## src/rtl/fp32_div_seq.sv

```systemverilog
// FP32 divide sequencer: unpacks operands, resolves special cases, drives the
// restoring mantissa divider for a fixed latency, then range-checks and packs.
module fp32_div_seq #(
  parameter int unsigned DIV_LATENCY = 146,
  parameter int unsigned CNT_W       = 8
) (
  input  logic        clk,
  input  logic        rst,
  input  logic        in_valid,
  output logic        in_ready,
  input  logic [31:0] a,
  input  logic [31:0] b,
  output logic [47:0] div_num1,
  output logic [47:0] div_num2,
  output logic        div_rstn,
  input  logic [22:0] div_quotient,
  input  logic        div_normalize,
  output logic        out_valid,
  input  logic        out_ready,
  output logic [31:0] result,
  output logic [3:0]  flags
);
  localparam int unsigned EXP_W  = 10;
  localparam int unsigned FRAC_W = 23;
  localparam logic [31:0] QNAN = 32'h7FC0_0000;
  localparam logic signed [EXP_W-1:0] BIAS    = 10'sd127;
  localparam logic signed [EXP_W-1:0] EXP_MAX = 10'sd255;
  localparam logic signed [EXP_W-1:0] EXP_MIN = 10'sd0;
  localparam logic [CNT_W-1:0] CNT_LAST = CNT_W'(DIV_LATENCY - 1);

  typedef enum logic [2:0] {
    S_IDLE, S_CLASSIFY, S_LOAD, S_WAIT, S_PACK, S_OUT
  } state_t;

  state_t state, state_d;

  logic [31:0]             a_q, b_q, a_d, b_d;
  logic signed [EXP_W-1:0] e_q, e_d;
  logic [CNT_W-1:0]        cnt_q, cnt_d;
  logic [FRAC_W-1:0]       quo_q, quo_d;
  logic                    norm_q, norm_d;
  logic                    in_ready_d, out_valid_d, div_rstn_d;
  logic [47:0]             num1_d, num2_d;
  logic [31:0]             result_d;
  logic [3:0]              flags_d;

  // Classification of the captured operands
  logic [7:0]              ea, eb;
  logic                    sign;
  logic                    a_zero, b_zero, a_inf, b_inf, a_nan, b_nan;
  logic signed [EXP_W-1:0] e_unb, e_adj;

  assign ea     = a_q[30:23];
  assign eb     = b_q[30:23];
  assign sign   = a_q[31] ^ b_q[31];
  assign a_zero = (ea == 8'd0);
  assign b_zero = (eb == 8'd0);
  assign a_inf  = (ea == 8'hFF) && (a_q[22:0] == '0);
  assign b_inf  = (eb == 8'hFF) && (b_q[22:0] == '0);
  assign a_nan  = (ea == 8'hFF) && (a_q[22:0] != '0);
  assign b_nan  = (eb == 8'hFF) && (b_q[22:0] != '0);
  assign e_unb  = $signed({2'b00, ea}) - $signed({2'b00, eb}) + BIAS;
  assign e_adj  = e_q - $signed({{(EXP_W-1){1'b0}}, norm_q});

  // State register
  always_ff @(posedge clk) begin
    if (rst) state <= S_IDLE;
    else     state <= state_d;
  end

  // Next state and next register values
  always_comb begin
    state_d     = state;
    a_d         = a_q;
    b_d         = b_q;
    e_d         = e_q;
    cnt_d       = cnt_q;
    quo_d       = quo_q;
    norm_d      = norm_q;
    in_ready_d  = in_ready;
    out_valid_d = out_valid;
    div_rstn_d  = div_rstn;
    num1_d      = div_num1;
    num2_d      = div_num2;
    result_d    = result;
    flags_d     = flags;

    case (state)
      S_IDLE: begin
        in_ready_d = 1'b1;
        div_rstn_d = 1'b0;
        if (in_valid && in_ready) begin
          a_d        = a;
          b_d        = b;
          num1_d     = {1'b1, a[22:0], 24'b0};
          num2_d     = {24'b0, 1'b1, b[22:0]};
          in_ready_d = 1'b0;
          state_d    = S_CLASSIFY;
        end
      end
      S_CLASSIFY: begin
        flags_d = 4'b0000;
        if (a_nan || b_nan || (a_zero && b_zero) || (a_inf && b_inf)) begin
          result_d = QNAN;
          flags_d  = 4'b1000;
          state_d  = S_OUT;
        end else if (a_inf || b_zero) begin
          result_d = {sign, 8'hFF, 23'b0};
          flags_d  = {1'b0, b_zero && !a_inf, 2'b00};
          state_d  = S_OUT;
        end else if (a_zero || b_inf) begin
          result_d = {sign, 31'b0};
          state_d  = S_OUT;
        end else begin
          e_d     = e_unb;
          state_d = S_LOAD;
        end
      end
      S_LOAD: begin
        cnt_d      = '0;
        div_rstn_d = 1'b1;
        state_d    = S_WAIT;
      end
      S_WAIT: begin
        cnt_d = cnt_q + CNT_W'(1);
        // Capture the divider outputs on the last cycle it is held out of reset
        if (cnt_q == CNT_LAST) begin
          quo_d      = div_quotient;
          norm_d     = div_normalize;
          div_rstn_d = 1'b0;
          state_d    = S_PACK;
        end
      end
      S_PACK: begin
        if (e_adj >= EXP_MAX) begin
          result_d = {sign, 8'hFF, 23'b0};
          flags_d  = 4'b0010;
        end else if (e_adj <= EXP_MIN) begin
          result_d = {sign, 31'b0};
          flags_d  = 4'b0001;
        end else begin
          result_d = {sign, e_adj[7:0], quo_q};
          flags_d  = 4'b0000;
        end
        state_d = S_OUT;
      end
      S_OUT: begin
        out_valid_d = 1'b1;
        if (out_valid && out_ready) begin
          out_valid_d = 1'b0;
          in_ready_d  = 1'b1;
          state_d     = S_IDLE;
        end
      end
      default: state_d = S_IDLE;
    endcase
  end

  // Datapath and output registers
  always_ff @(posedge clk) begin
    if (rst) begin
      a_q       <= '0;
      b_q       <= '0;
      e_q       <= '0;
      cnt_q     <= '0;
      quo_q     <= '0;
      norm_q    <= 1'b0;
      in_ready  <= 1'b1;
      out_valid <= 1'b0;
      div_rstn  <= 1'b0;
      div_num1  <= '0;
      div_num2  <= '0;
      result    <= '0;
      flags     <= '0;
    end else begin
      a_q       <= a_d;
      b_q       <= b_d;
      e_q       <= e_d;
      cnt_q     <= cnt_d;
      quo_q     <= quo_d;
      norm_q    <= norm_d;
      in_ready  <= in_ready_d;
      out_valid <= out_valid_d;
      div_rstn  <= div_rstn_d;
      div_num1  <= num1_d;
      div_num2  <= num2_d;
      result    <= result_d;
      flags     <= flags_d;
    end
  end

endmodule

```

## config.mk

```make
export PLATFORM = sky130hd
export DESIGN_NAME = fp32_div_seq
export DESIGN_NICKNAME = d
export VERILOG_FILES = /design/src/rtl/fp32_div_seq.sv
export SDC_FILE = /design/constraint.sdc
export NUM_CORES = 1
export LEC_CHECK = 0
export CORE_AREA = 2 2 122 124
export CTS_BUF_LIST = sky130_fd_sc_hd__clkbuf_4 sky130_fd_sc_hd__clkbuf_8
export DETAILED_ROUTE_END_ITERATION = 6
export DIE_AREA = 0 0 124 126
export DONT_BUFFER_PORTS = 1
export GPL_ROUTABILITY_DRIVEN = 0
export PLACE_DENSITY = 0.65
export REMOVE_ABC_BUFFERS = 1
export SLEW_MARGIN = 25
export SYNTH_ARGS = -nofsm -noshare
export SYNTH_HDL_FRONTEND = slang
export SYNTH_SLANG_ARGS = --single-unit
```

## constraint.sdc

```tcl
create_clock -name clk -period 2.86 [get_ports clk]
set_input_delay 0.286 -clock clk [delete_from_list [all_inputs] [get_ports clk]]
set_output_delay 0.286 -clock clk [all_outputs]
set_load 0.02 [all_outputs]
```

==> Yosys cells after proc, flatten, opt, wreduce, memory -nomap -nowiden <==
Cells that the tools add are included.
{ "totals": {"reg_bits": 196, "elab_cells": 94, "n_memories": 0, "mem_bits_rw": 0, "latchBits": 0, "in_bits": 92, "rom_bits": 0} }
{ "op_classes": {"shift": 0, "n_reduce_logical": 33, "n_eq_ne": 12, "mux": 25, "n_bitwise": 4, "multipliers": 0, "n_addsub": 4, "order_cmp": 2, "div": 0} }
{ "op_table": {"columns": ["cell", "count"], "rows": [
  ["32-bit two-way mux", 3],
  ["32-bit case mux with 2 select lines", 1],
  ["31-bit two-way mux", 2],
  ["23-bit logical NOT", 2],
  ["23-bit nonzero test", 2],
  ["8-bit equality test, second input constant", 3],
  ["3-bit two-way mux", 7],
  ["3-bit case mux with 6 select lines", 1],
  ["8-bit logical NOT", 2],
  ["8-bit case mux with 2 select lines", 1],
  ["9-bit by 8-bit adder with 10-bit output, second input constant", 1],
  ["10-bit by 9-bit >= comparator with 1-bit output, second input constant", 1],
  ["10-bit by 1-bit less-or-equal comparator with 1-bit output, second input constant", 1],
  ["2-bit AND reduction", 5],
  ["10-bit by 2-bit subtractor with 10-bit output", 1],
  ["1-bit logical AND", 9],
  ["8-bit by 8-bit subtractor with 9-bit output", 1],
  ["8-bit by 1-bit adder with 8-bit output, second input constant", 1],
  ["4-bit case mux with 2 select lines", 1],
  ["3-bit by 2-bit equality test with 1-bit output, second input constant", 2],
  ["3-bit equality test, second input constant", 2],
  ["2-bit inequality test, second input constant", 3],
  ["2-bit nonzero test", 3],
  ["1-bit logical OR", 5],
  ["14 further kinds", 20]
]} }

==> Longest topological paths before layout <==
{ "depth": {"ltp_word": 7, "depth_mapped": 10} }

==> Worst setup path after synthesis <==
Ideal clock, no wire load.
{ "synth_path": {"kind": "flip-flop to flip-flop", "start": "register a_q[23]", "end": "register e_q[6]", "setup_slack_ns": 0.276, "n_path_buf": 0, "arrival_ns": 2.464, "path_stages_with_launch": 11, "cell_sequence": "dfxtp_1 inv_1 ha_1 inv_1 fa_1 a211o_1 a211o_1 a221oi_1 a2111oi_0 and2_1 o31a_1"} }
{ "synth_between": {"elab_chain_len": 7, "elab_cells_between_ends": 17} }
{ "synth_lines": {"columns": ["element", "line_no", "rtl"], "rows": [
  ["start, declared", "37", "logic [31:0] a_q, b_q, a_d, b_d;"],
  ["start signal, assigned", "162", "a_q <= '0;"],
  ["start signal, assigned", "176", "a_q <= a_d;"],
  ["branches (longest 7 deep; another with 9-bit by 8-bit adder with 10-bit output)", null, null],
  ["end signal, assigned", "164", "e_q <= '0;"],
  ["end signal, assigned", "178", "e_q <= e_d;"],
  ["end, declared", "38", "logic signed [EXP_W-1:0] e_q, e_d;"]
]} }
Parallel ways; which one is timed is not known.
A chain may end at the register's enable or synchronous reset.

==> Worst setup path after layout <==
{ "layout_path": {"start": "register e_q[0]", "end": "register result[22]"} }
{ "layout_between": {"elab_chain_len": 5, "elab_cells_between_ends": 6} }
{ "layout_lines": {"columns": ["element", "line_no", "rtl"], "rows": [
  ["10-bit by 2-bit subtractor with 10-bit output *", "63", "assign e_adj = e_q - $signed({{(EXP_W-1){1'b0}}, norm_q});"],
  ["10-bit by 1-bit less-or-equal comparator with 1-bit output", "138", "end else if (e_adj <= EXP_MIN) begin"],
  ["31-bit two-way mux", "138", null],
  ["31-bit two-way mux *", "135", "if (e_adj >= EXP_MAX) begin"],
  ["32-bit case mux with 2 select lines *", "88", "case (state)"],
  ["end signal, assigned", "187", "result <= result_d;"],
  ["end, declared", "20", "output logic [31:0] result,"]
]} }
Mark *: on every way between the ends. The rest lies on a longest branch, timed or not.

==> results.md <==
- Comb pwr share: 39.6%
- Post-layout instance area: 0.00812 sq mm
- Most frequent cells in the layout: nand2_1 (211), dfxtp_1 (149), a21oi_1 (107)
- Antenna viol nets, final: 0
- FMAX: 369 MHz
- CP Data Arrival Time: 3050 ps
- Power Total: 7.80 mW
- Worst Hold Class: primary input to flip-flop
- Final count of hold timing violations: 0
- Mapped Cells: 889
- Dpl cells: 991
- Fin crit period: 2710 ps
- Leading area contributor after synthesis: dfxtp_1
- Critical path peak fanout: 12
- CP most frequent cell: ha_1
- Max stage delay on crit path: 560 ps
- Layout cells sized above 1: 7.00%
- Switching power: 3.44 mW
- Commonest non-fill, non-tap cell in the layout: nand2_1
- Static leakage: 3.07 nW
- Yosys cell types: 66
- Initial antenna violation count: 0
- TritonCTS buffer count: 17
- Mapped Area: 0.00718 sq mm
- Final #Nets: 1022
- Synth Area per Inst: 8.07 sq um
- Worst setup EP type: flip-flop
- Dpl hpwl: 11400 um
- Worst Clk Skew: 15.8 ps
- IO Pins: 227
- Synth Warn #: 0
- Status: finished, final reports clean
- Cell-internal power: 4.36 mW
- Vias per inst: 5.46
- Reg clk slew, reported paths: 90 ps
- WP buf/inv: 1
- Die ar.: 0.0156 sq mm
- Wire per inst: 16.1 um
- Gr usage total: 22.4%
- Initial Utilization: 50.1%
- DIE WIDTH: 124 um
- Max-cap check violation count: 0
- H-tree depth: 4
- Final WS setup: 146 ps
- Ranking of synthesized cells by area: dfxtp_1 (42%), nand2_1 (11%), buf_4 (9.9%), a21oi_1 (7.5%), a22o_1 (3.1%)
- CP delay by family, top: compound AO/OA/AOI/OAI gates
- Setup bufs post-CTS: 0
- Post-synth EDFFs: 0
- Startpoint type of the worst setup path: flip-flop
- Seq/Total Area, Yosys: 41.6%
- DRT Pass-1 Iters: 5
- Fin cells: 1113
- Synth top area share: 41.6%
- Setup violators final: 0
- Critical-path cell list: inv_1, ha_1, ha_1, nor3b_2, xnor2_1, or3_1, o41a_2, nor3b_4, a221o_1
- Vias: 6078
- IO buf count: 0
- Routed WL: 17900 um
- RSZ-0062 raised after global routing: yes
- Root Driver: clkbuf_8
- Sequential power share: 39.5%
- CTS tree: built
- Layout fillers: 1248
- Largest net degree at the start of global routing: 115
- Clock share of power: 20.8%
- Kind of critical path: flip-flop to flip-flop
- Max-slew headroom: 50.3%
- Dominant synthesized flop cell: dfxtp_1
- # rows: 44
- Die height: 126 um
- DRC viols: 0
- N_diodes: 0
- Dpl cell area: 0.00679 sq mm
- Total global routing overflow: 0
- VDD IR max: 0.000685 V
- Pre-CTS setup slack: 59.1 ps
- Switch share: 44.1%
- Crit share post-route: 94.9%
- Vias in the first global route: 5839
- P&R area growth vs syn: 13.2%
- Clk sink count: 149
- PwrDens: 961 mW/mm^2
- Initial drt markers: 350
- Actual transition at the worst max-transition pin: 726 ps
- Post-synth ARST share: 0%
- CTS max path bufs: 2
- Final core utilization: 56.7%
- FF+latch count, synth: 149
- Core area: 0.0143 sq mm
- First-pass GRT wire length: 27900 um
- Max Slew Vio Count: 0
- Critical path's slowest cell: o41a_2
- Critical Path RT: 3200 ps
- Clk_lat worst skew: 450 ps
[metal layers]
| metal | share of wire, % | GRT usage [%] | routed length [um] | up-vias |
|---|---|---|---|---|
| met2 | 48 | 37.1 | 8600 | 258 |
| met3 | 8.6 | 8.79 | 1530 | 30 |
| met1 | 41 | 25.8 | 7350 | 2814 |
| li1 | - | - | - | 2976 |
| met4 | 2.2 | 8.72 | 386 | 0 |
| met5 | 0 | 0 | 0 | - |
[sequential cells by signal, indices dropped and copies added (netlist names)]
register   flops
flags          4
in_ready       1
a_q           32
result        32
cnt_q          8
e_q           10
div_num2       1
state          3
b_q           32
out_valid      1
div_rstn       1
norm_q         1
quo_q         23
[power groups by stage]
stage               Clock, mW  Sequential, mW  Combinational, mW
finish                   1.63            3.08               3.09
global route             1.75            3.14               3.44
global placement            0            3.12               2.76
floorplan                   0            3.01               2.08
detailed placement          0            3.13               2.84
CTS                      1.65            3.08               2.98
[stage by stage]
step | TNS [ps] | hold slack (ps)
floorplan | -178260 | 355
global placement | 0 | 363
detailed placement | 0 | 367
CTS | 0 | 50.9
global route | -10.9 | 81.9
finish | 0 | 82.7
[synth_stat cells (6+ instances only)]
cell type,number
o21a_1,7
and2_1,6
a22o_1,25
or4_1,6
a221o_1,6
buf_1,7
dfxtp_1,149
clkbuf_1,38
nor4_1,15
nor2_1,44
nor3_1,11
nand4_1,7
xor2_1,6
ha_1,13
inv_1,16
buf_4,95
nand2_1,212
nand3_1,14
o21ai_0,10
a21oi_1,107
[path summary, 6_finish.rpt]
path                            startpoint          to  slack (ps)  cells past startpoint
worst max register to register      e_q[0]  result[22]         150                      9
worst min-delay path             out_ready   out_valid          80                      3
worst min register to register    quo_q[7]    quo_q[7]         460                      2
worst max-delay path                e_q[0]  result[22]         150                      9
[cells by family (layout without fill, tap and decap cells)]
group,Yosys count,count (layout),share of synthesized area (%)
buffers and inverters,158,150,13.4
AND/OR/NAND/NOR,347,348,21.9
flip-flops,149,149,41.6
XOR/XNOR,11,11,1.34
multiplexers,4,4,0.593
other,1,48,0.0523
AO/OA/AOI/OAI,205,205,18.6
adder cells (fa/ha/maj),14,14,2.55
[worst register-to-register path: stages, from the launching register on]
cell	delay [ps]
dfxtp_1	340
inv_1	50
ha_1	210
ha_1	220
nor3b_2	170
xnor2_1	150
or3_1	360
o41a_2	560
nor3b_4	230
a221o_1	310
[cell type report]
class                      count  area, sq um  area share [%]
clock buffer                  17          234            2.88
clock inverter                15          161            1.99
inverter                      16         60.1           0.739
multi-input combinational    630         3450            42.4
sequential                   149         2980            36.7
tap                          184          230            2.83
timing repair buffer         102         1010            12.4
[what timing repair did]
item                                    4_1_cts  5_1_grt
hold endpoints to repair                    114        0
gates resized for setup                       0        4
endpoints found under the setup margin        0       27
hold buffers                                 89        0
No activity file was read; power rests on OpenSTA's default activity.
